File: config.mk
export PLATFORM = sky130hd
export DESIGN_NAME = ksa_pipe_adder
export DESIGN_NICKNAME = d
export VERILOG_FILES = /design/src/rtl/ksa_pkg.sv /design/src/rtl/ksa_prefix_level.sv /design/src/rtl/ksa_pipe_adder.sv
export SDC_FILE = /design/constraint.sdc
export NUM_CORES = 1
export LEC_CHECK = 0
export ABC_AREA = 1
export CAP_MARGIN = 25
export CORE_AREA = 3 3 351 249
export CTS_CLUSTER_DIAMETER = 60
export CTS_CLUSTER_SIZE = 8
export DETAILED_ROUTE_END_ITERATION = 10
export DIE_AREA = 0 0 354 252
export GPL_ROUTABILITY_DRIVEN = 0
export MAX_ROUTING_LAYER = met4
export PLACE_DENSITY = 0.39
export SLEW_MARGIN = 20
export SYNTH_ARGS = -nofsm -noshare
export SYNTH_HDL_FRONTEND = slang
export SYNTH_SLANG_ARGS = --single-unit
File: constraint.sdc
create_clock -name clk -period 1.2 [get_ports clk]
set_input_delay 0.18 -clock clk [delete_from_list [all_inputs] [get_ports clk]]
set_output_delay 0.18 -clock clk [all_outputs]
set_load 0.02 [all_outputs]
File: src/rtl/ksa_pkg.sv
// Shared types and elaboration helpers for the pipelined Kogge-Stone adder.
package ksa_pkg;

  typedef enum logic {
    OP_ADD = 1'b0,
    OP_SUB = 1'b1
  } op_e;

  typedef struct packed {
    logic g;
    logic p;
  } pg_t;

  function automatic int clog2(input int value);
    int r;
    int v;
    r = 0;
    v = value - 1;
    while (v > 0) begin
      r++;
      v = v >> 1;
    end
    return r;
  endfunction

  // P/G generation register + one register per prefix level + output register
  function automatic int lat_of(input int width);
    return clog2(width) + 2;
  endfunction

endpackage

File: src/rtl/ksa_prefix_level.sv
// One Kogge-Stone prefix level: black cells at distance DIST, buffers below it,
// followed by a stall-enabled register for group P/G, sideband and valid.
module ksa_prefix_level
  import ksa_pkg::*;
#(
  parameter int WIDTH = 32,
  parameter int DIST  = 1,
  parameter int SB_W  = 1
) (
  input  logic              clk,
  input  logic              rst,
  input  logic              en_i,
  input  logic              vld_i,
  input  pg_t  [WIDTH-1:0]  pg_i,
  input  logic [SB_W-1:0]   sb_i,
  output logic              vld_o,
  output pg_t  [WIDTH-1:0]  pg_o,
  output logic [SB_W-1:0]   sb_o
);

  pg_t [WIDTH-1:0] pg_d;
  pg_t [WIDTH-1:0] pg_q;
  logic [SB_W-1:0] sb_q;
  logic            vld_q;

  for (genvar i = 0; i < WIDTH; i++) begin : g_cell
    if (i >= DIST) begin : g_black
      assign pg_d[i] = '{g: pg_i[i].g | (pg_i[i].p & pg_i[i-DIST].g),
                         p: pg_i[i].p & pg_i[i-DIST].p};
    end else begin : g_buf
      assign pg_d[i] = pg_i[i];
    end
  end

  // ---- level register ----
  always_ff @(posedge clk) begin
    if (rst) begin
      vld_q <= 1'b0;
      pg_q  <= '0;
      sb_q  <= '0;
    end else if (en_i) begin
      vld_q <= vld_i;
      pg_q  <= pg_d;
      sb_q  <= sb_i;
    end
  end

  assign vld_o = vld_q;
  assign pg_o  = pg_q;
  assign sb_o  = sb_q;

endmodule

File: src/rtl/ksa_pipe_adder.sv
// Pipelined Kogge-Stone add/subtract with ready/valid flow control and a
// sideband tag; Cin is folded into bit 0's generate so the prefix tree spans WIDTH bits.
module ksa_pipe_adder
  import ksa_pkg::*;
#(
  parameter int WIDTH = 32,
  parameter int TAG_W = 4
) (
  input  logic             clk,
  input  logic             rst,
  input  logic             in_valid,
  output logic             in_ready,
  input  logic [WIDTH-1:0] A,
  input  logic [WIDTH-1:0] B,
  input  logic             Cin,
  input  logic             Sub,
  input  logic [TAG_W-1:0] in_tag,
  output logic             out_valid,
  input  logic             out_ready,
  output logic [WIDTH-1:0] Sum,
  output logic             Cout,
  output logic             Ovf,
  output logic             Zero,
  output logic [TAG_W-1:0] out_tag
);

  localparam int LAT    = lat_of(WIDTH);
  localparam int LEVELS = LAT - 2;
  localparam int MSB    = WIDTH - 1;
  // sideband = {tag, A msb, Cin, half-sum}
  localparam int SB_W   = TAG_W + WIDTH + 2;

  logic             stall;
  logic             advance;
  logic             accept;
  op_e              op;
  logic [WIDTH-1:0] b_eff;
  logic [WIDTH-1:0] hp_d;

  pg_t  [WIDTH-1:0] pg_p0_d;
  pg_t  [WIDTH-1:0] pg_p0_q;
  logic [SB_W-1:0]  sb_p0_d;
  logic [SB_W-1:0]  sb_p0_q;
  logic             vld_p0_q;

  pg_t  [WIDTH-1:0] pg_lvl  [0:LEVELS];
  logic [SB_W-1:0]  sb_lvl  [0:LEVELS];
  logic             vld_lvl [0:LEVELS];

  logic [WIDTH-1:0] hp_f;
  logic [WIDTH-1:0] carry_f;
  logic             cin_f;
  logic             amsb_f;
  logic             bmsb_f;
  logic [TAG_W-1:0] tag_f;
  logic [WIDTH-1:0] sum_d;
  logic             cout_d;
  logic             ovf_d;
  logic             zero_d;

  logic             vld_out_q;
  logic [WIDTH-1:0] sum_q;
  logic             cout_q;
  logic             ovf_q;
  logic             zero_q;
  logic [TAG_W-1:0] tag_q;

  assign stall    = vld_out_q && !out_ready;
  assign advance  = !stall;
  assign in_ready = !rst && (!vld_out_q || out_ready);
  assign accept   = in_valid && in_ready;

  assign op      = op_e'(Sub);
  assign b_eff   = (op == OP_SUB) ? ~B : B;
  assign hp_d    = A ^ b_eff;
  assign sb_p0_d = {in_tag, A[MSB], Cin, hp_d};

  always_comb begin
    pg_p0_d = '0;
    for (int i = 0; i < WIDTH; i++) begin
      pg_p0_d[i].g = A[i] & b_eff[i];
      pg_p0_d[i].p = hp_d[i];
    end
    // bit 0 absorbs Cin; its group never propagates beyond the carry-in
    pg_p0_d[0].g = (A[0] & b_eff[0]) | (hp_d[0] & Cin);
    pg_p0_d[0].p = 1'b0;
  end

  // ---- stage 0: P/G generation register ----
  always_ff @(posedge clk) begin
    if (rst) begin
      vld_p0_q <= 1'b0;
      pg_p0_q  <= '0;
      sb_p0_q  <= '0;
    end else if (advance) begin
      vld_p0_q <= accept;
      pg_p0_q  <= pg_p0_d;
      sb_p0_q  <= sb_p0_d;
    end
  end

  assign pg_lvl[0]  = pg_p0_q;
  assign sb_lvl[0]  = sb_p0_q;
  assign vld_lvl[0] = vld_p0_q;

  // ---- prefix levels ----
  for (genvar l = 0; l < LEVELS; l++) begin : g_level
    ksa_prefix_level #(
      .WIDTH(WIDTH),
      .DIST (1 << l),
      .SB_W (SB_W)
    ) u_level (
      .clk  (clk),
      .rst  (rst),
      .en_i (advance),
      .vld_i(vld_lvl[l]),
      .pg_i (pg_lvl[l]),
      .sb_i (sb_lvl[l]),
      .vld_o(vld_lvl[l+1]),
      .pg_o (pg_lvl[l+1]),
      .sb_o (sb_lvl[l+1])
    );
  end

  assign hp_f   = sb_lvl[LEVELS][WIDTH-1:0];
  assign cin_f  = sb_lvl[LEVELS][WIDTH];
  assign amsb_f = sb_lvl[LEVELS][WIDTH+1];
  assign tag_f  = sb_lvl[LEVELS][SB_W-1 -: TAG_W];

  always_comb begin
    carry_f    = '0;
    carry_f[0] = cin_f;
    for (int i = 1; i < WIDTH; i++) begin
      carry_f[i] = pg_lvl[LEVELS][i-1].g;
    end
    cout_d = pg_lvl[LEVELS][MSB].g;
    sum_d  = hp_f ^ carry_f;
    bmsb_f = hp_f[MSB] ^ amsb_f;
    ovf_d  = (amsb_f == bmsb_f) && (sum_d[MSB] != amsb_f);
    zero_d = ~|sum_d;
  end

  // ---- output register ----
  always_ff @(posedge clk) begin
    if (rst) begin
      vld_out_q <= 1'b0;
      sum_q     <= '0;
      cout_q    <= 1'b0;
      ovf_q     <= 1'b0;
      zero_q    <= 1'b0;
      tag_q     <= '0;
    end else if (advance) begin
      vld_out_q <= vld_lvl[LEVELS];
      sum_q     <= sum_d;
      cout_q    <= cout_d;
      ovf_q     <= ovf_d;
      zero_q    <= zero_d;
      tag_q     <= tag_f;
    end
  end

  assign out_valid = vld_out_q;
  assign Sum       = sum_q;
  assign Cout      = cout_q;
  assign Ovf       = ovf_q;
  assign Zero      = zero_q;
  assign out_tag   = tag_q;

endmodule

==> impl_metrics.csv, run 1 <==
group,metric,value,unit
drt,antenna_left,0,
pwr,p_per_area,1460,mW/mm^2
sta,worst_pin_slew,0.500,ns
floorplanning,ios,115,
yosys,syn-cell-area,0.0210,mm^2
setup_path,slowest_delay,0.37,ns
setup_path,path_buf_inv,5,
outcome,outcome,"complete, but fails checks",
sta,fin_crit,1.49,ns
yosys,yosysTopAreaCell,"dfxtp_1",
sta,rsz0062_at_grt,"true",
setup_path,cpMostUsedCell,"buf_12",
clocking,cts.path.max_buffers,3,
floorplanning,die_area,0.0892,mm^2
setup_path,critPathTopFamily,"buffers and inverters",
sta,finalSetupViolCount,574,
place,io_buffers,114,
grt,grt_pass1_wl,114000,um
clocking,clock-root-buffer,"clkbuf_16",
yosys,synth_cell_type_count,20,
finish,layout-drive-gt1-share,0.211,
setup_path,slowest_stage,"dfxtp_4",
floorplanning,die_x,354,um
yosys,ys_top_cells_by_area,"dfxtp_1 (54%), a21oi_1 (8.7%), o21ai_0 (8.7%)",
sta,setup_ws,-0.293,ns
grt,grt_pass1_vias,18150,
grt,grt_max_degree,87,
sta,clock_skew,0.0182,ns
place,hpwl,48200,um
drt,dr.pass1.iters,5,
yosys,syn-num-nets,2753,
finish,n_fill_cell,8773,
clocking,cts.reportedPaths.clkPinSlew,0.05,ns
finish,nets,2981,
clocking,cts_made_buffers,81,
yosys,yosys_warnings,0,
worst_hold_path,hp-class,"primary input to flop",
drt,vias_per_cell,4.71,
sta,relSlewSlack,0.666,
drt,vias,18912,
sta,hold_violations,0,
yosys,ys_ff_latch,564,
run,max_cap_viol_count,0,
grt,groute.usage.overall,0.169,
clocking,clk_latency,0.61,ns
sta,fin_tns_setup,-97.94,ns
drt,drc,0,
floorplanning,die_height,252,um
finish,postLayoutCellArea,0.0295,mm^2
drt,wl,76200,um
clocking,cts_tree,"yes",
setup_path,worstPathArrival,1.97,ns
setup_path,worstSetupPathType,"flop to flop",
setup_path,startpoint_type,"flop",
yosys,postSynthAreaPerCell,7.95,um^2
sta,clock.fmax,670,MHz
setup_path,cp_max_fo,9,
floorplanning,fp-row-count,89,
floorplanning,start_util,0.250,
grt,antenna_found_initial,1,
clocking,clock-sinks,564,
place,dpl_cell_area,0.0241,mm^2
clocking,htreeDepth,3,
pwr,ir_worst_vdd,0.962,mV
drt,routedWlPerCell,19.0,um
pwr,p_leak,11.0,nW
grt,gr-total-overflow,0,
yosys,syn_inst,2647,
drt,drt_first_iter_violations,1362,
finish,area_growth,40.2,%
setup_path,worstPathCellList,"nand2_8 -> buf_12 -> buf_12 -> buf_16 -> buf_12 -> buf_16 -> nand3_1 -> a21oi_1",
yosys,ys_seq_area_frac,0.537,
sta,finalCritPeriodShare,1.24,
yosys,synth_top_area_share,0.537,
setup_path,required,1.68,ns
floorplanning,core,0.0842,mm^2
outcome,violations,"negative setup slack",
place,pre_cts_ws,-0.680,ns
sta,slew_violations,0,
finish,final_cell_mix,"dfxtp_1 (524), nor2_1 (404), nand2_1 (364), a21oi_1 (335), o21ai_0 (174)",
setup_path,cp-end-kind,"flop",
finish,diodes,0,
finish,mostFrequentLayoutCell,"dfxtp_1",
-- power by group --
group	switching (mW)	total (mW)	internal (mW)
clock	8.04	20.2	12.2
combinational	1.46	2.74	1.28
sequential	0.779	20.2	19.4
-- state kept, by name, summed over array words and instances (netlist names), 4 cells and up --
register / cells
Sum: 32
g_level.u_level.pg_o: 258
g_level.u_level.sb_o: 190
g_level.u_level.vld_o: 5
out_tag: 4
pg_lvl: 32
sb_p0_q: 38
-- final cells by class --
type | count | area (um^2) | share of cell area
Clock buffer | 84 | 2090 | 0.0709
Clock inverter | 5 | 41.3 | 0.00140
Inverter | 63 | 260 | 0.00882
Multi-Input combinational cell | 1826 | 9550 | 0.324
Sequential cell | 564 | 11300 | 0.384
Tap cell | 1137 | 1420 | 0.0482
Timing Repair Buffer | 339 | 4790 | 0.162
-- stage by stage --
stage               hold slack, ns  total power [mW]  cells   util
global placement             0.451              22.8   3840  0.287
global route                 0.106              44.9   4018  0.350
floorplan                    0.315              21.5   2647      -
detailed placement           0.454              22.8   3840  0.287
CTS                         0.0730              43.5   3979  0.334
finish                       0.108              43.1   4018  0.350
-- repair_timing --
action,CTS,global route
hold buffers,1,0
hold endpoints to repair,6,0
buffers inserted,20,21
gates cloned,29,24
pin swaps,12,31
setup endpoints to repair,570,605
gates resized for setup,541,290
-- synth_stat cells --
library cell / instances
a21oi_1: 366
a31oi_1: 58
buf_1: 4
buf_2: 90
buf_4: 12
buf_6: 2
clkbuf_1: 86
clkinv_2: 2
dfxtp_1: 564
ha_1: 32
inv_1: 61
nand2_1: 380
nand2_2: 1
nand3_1: 133
nand3_2: 1
nor2_1: 439
o211a_1: 1
o21ai_0: 365
o21ai_1: 3
xor2_1: 47
-- path summary, 6_finish.rpt --
check,from,endpoint,slack (ns),cells past startpoint
worst max-delay path,out_valid,g_level[1].u_level.pg_o[28],-0.29,8
worst min-delay path,rst,out_tag[1],0.11,5
worst max register to register,out_valid,g_level[1].u_level.pg_o[28],-0.29,8
worst min register to register,g_level[3].u_level.pg_o[58],g_level[3].u_level.pg_o[58],0.46,2
-- per-layer routing --
| layer | track usage | vias up | share of wire |
|---|---|---|---|
| li1 | - | 9349 | - |
| met1 | 0.267 | 9036 | 0.55 |
| met2 | 0.218 | 432 | 0.39 |
| met3 | 0.0250 | 95 | 0.046 |
| met4 | 0.0381 | 0 | 0.016 |
| met5 | - | - | 0 |
-- cells by family after synthesis --
family	after synthesis	synth area share
simple gates	954	0.178
compound gates	793	0.192
flops	564	0.537
fa+ha+maj	32	0.0190
xor+xnor	47	0.0196
buf+inv	257	0.0542
-- worst register-to-register path: stages, from the launching register on --
cell     delay (ns)
dfxtp_4        0.37
nand2_8        0.08
buf_12         0.18
buf_12         0.16
buf_16         0.15
buf_12         0.15
buf_16         0.13
nand3_1        0.08
a21oi_1        0.06
Note: power is estimated with default switching activity, not from simulation.
==> run 2: changes to the inputs <==
CAP_MARGIN = 20   (was 25)
CTS_BUF_LIST = sky130_fd_sc_hd__clkbuf_2 sky130_fd_sc_hd__clkbuf_4 sky130_fd_sc_hd__clkbuf_8   (was default)
GPL_TIMING_DRIVEN = 0   (was default)
==> impl_metrics.csv, run 2 (synthesized netlist as in run 1, its figures left out) <==
group,metric,value,unit
place,io_buffers,112,
clocking,clock-root-buffer,"clkbuf_8",
drt,dr.pass1.iters,5,
setup_path,r2r_cells,10,
place,pre_cts_ws,-1.28,ns
floorplanning,start_util,0.250,
drt,antenna_left,0,
floorplanning,die_x,354,um
worst_hold_path,hp-class,"primary input to flop",
pwr,ir_worst_vdd,0.709,mV
finish,final_cell_mix,"dfxtp_1 (524), nor2_1 (415), nand2_1 (365), a21oi_1 (323), o21ai_0 (227)",
setup_path,startpoint_type,"flop",
floorplanning,die_area,0.0892,mm^2
setup_path,r2r-start,"out_valid",
run,max_cap_viol_count,0,
grt,gr-total-overflow,0,
pwr,p_per_area,1360,mW/mm^2
finish,nets,2977,
worst_hold_path,hp-start,"in_tag[3]",
setup_path,worstPathArrival,1.86,ns
floorplanning,core,0.0842,mm^2
finish,largest_reg_flops,258,
pwr,total_power,36.9,mW
setup_path,cp-end-kind,"primary output",
drt,drt_first_iter_violations,1514,
sta,clock_skew,0.0244,ns
sta,finalCritPeriodShare,1.70,
clocking,htreeDepth,3,
sta,hold_violations,0,
grt,grt_pass1_vias,18345,
sta,fin_crit,2.04,ns
sta,fin_tns_setup,-271.58,ns
drt,wl,89600,um
grt,grt_pass1_wl,127000,um
setup_path,worstSetupPathType,"flop to primary output",
setup_path,r2r_end,"g_level[1].u_level.pg_o[39]",
finish,area_growth,29.2,%
clocking,cts.path.max_buffers,3,
drt,routedWlPerCell,22.3,um
clocking,cts.reportedPaths.clkPinSlew,0.06,ns
drt,vias,19355,
clocking,clk_latency,0.68,ns
outcome,outcome,"complete, but fails checks",
finish,n_fill_cell,9015,
outcome,violations,"negative setup slack",
sta,slew_violations,0,
finish,postLayoutCellArea,0.0272,mm^2
grt,groute.usage.overall,0.200,
drt,vias_per_cell,4.81,
clocking,cts_hold_buf,0,
floorplanning,die_height,252,um
floorplanning,fp-row-count,89,
finish,layout-drive-gt1-share,0.179,
setup_path,cp_max_fo,2,
grt,grt_max_degree,11,
pwr,p_leak,9.86,nW
setup_path,rrSetupSlack,-0.65,ns
setup_path,required,1.02,ns
drt,drc,0,
sta,relSlewSlack,0.284,
place,dpl_cell_area,0.0236,mm^2
sta,clock.fmax,491,MHz
worst_hold_path,holdPathStages,3,
sta,setup_ws,-0.835,ns
grt,antenna_found_initial,5,
floorplanning,ios,115,
worst_hold_path,holdPathEnd,"sb_p0_q[37]",
clocking,cts_tree,"yes",
place,hpwl,68200,um
sta,finalSetupViolCount,605,
sta,worst_pin_slew,1.07,ns
clocking,clock-sinks,564,
clocking,cts_made_buffers,81,
sta,rsz0062_at_grt,"true",
finish,mostFrequentLayoutCell,"dfxtp_1",
sta,holdWs,0.117,ns
run 2: cell types whose count changed in the layout (fill, tap and decap cells not counted), moves of 13 or more:
| cell | before | now |
|---|---|---|
| clkbuf_16 | 103 | 12 |
| clkbuf_8 | 1 | 90 |
| o21ai_0 | 174 | 227 |
| clkbuf_1 | 0 | 52 |
| buf_4 | 83 | 37 |
| o21ai_2 | 98 | 67 |
| buf_16 | 30 | 1 |
| o21ai_1 | 91 | 69 |
| buf_2 | 1 | 21 |
| buf_12 | 47 | 33 |
| clkbuf_4 | 0 | 14 |
| buf_8 | 10 | 23 |
| nor2_2 | 28 | 15 |
run 2: repair_timing:
action                     4_1_cts  5_1_grt
resized for setup              505      432
hold endpoints to repair         0        0
cloned                           0       10
setup buffers                    8       11
setup endpoints to repair      605      605
pin swaps                        3       15
run 2: power breakdown:
part	internal (mW)	total (mW)	leakage (nW)	switching, mW
logic	1.13	2.73	4.61	1.60
registers	19.4	20.2	4.60	0.869
clock network	6.66	14.0	0.649	7.30
total	27.2	36.9	9.86	9.77
run 2: critical path: stages (launching register included):
cell	delay (ns)
dfxtp_2	0.33
nand2_4	0.12
buf_8	0.15
clkinv_8	0.06
buf_12	0.14
buf_12	0.13
nor2_4	0.10
buf_6	0.14
run 2: worst max path at each step:
stage,start,to,slack (ns),cells after the start
finish,out_valid,in_ready,-0.84,7
CTS,out_valid,in_ready,-0.88,7
floorplan,out_valid,in_ready,-0.03,6
global route,out_valid,in_ready,-0.89,7
detailed placement,out_ready,in_ready,-1.28,9
global placement,out_ready,in_ready,-1.28,9
run 2: metal layers:
metal	track usage	share of wire
met3	0.0439	0.072
met2	0.255	0.38
met5	-	0
met1	0.312	0.53
met4	0.0432	0.019
run 2: final cells by class:
cell class	count	area [um^2]	area share
Antenna cell	8	20.0	0.000736
Buffer	194	1820	0.0671
Clock buffer	88	1200	0.0443
Clock inverter	4	50.0	0.00184
Inverter	63	250	0.00921
Multi-Input combinational cell	1826	9410	0.346
Sequential cell	564	11300	0.417
Tap cell	1137	1420	0.0523
Timing Repair Buffer	141	1660	0.0609
run 2: per-stage QoR:
step | util | std cells
5_1_grt | 0.323 | 4019
3_5_place_dp | 0.281 | 3896
4_1_cts | 0.305 | 3996
2_1_floorplan | - | 2647
3_3_place_gp | 0.281 | 3896
6_report | 0.323 | 4025
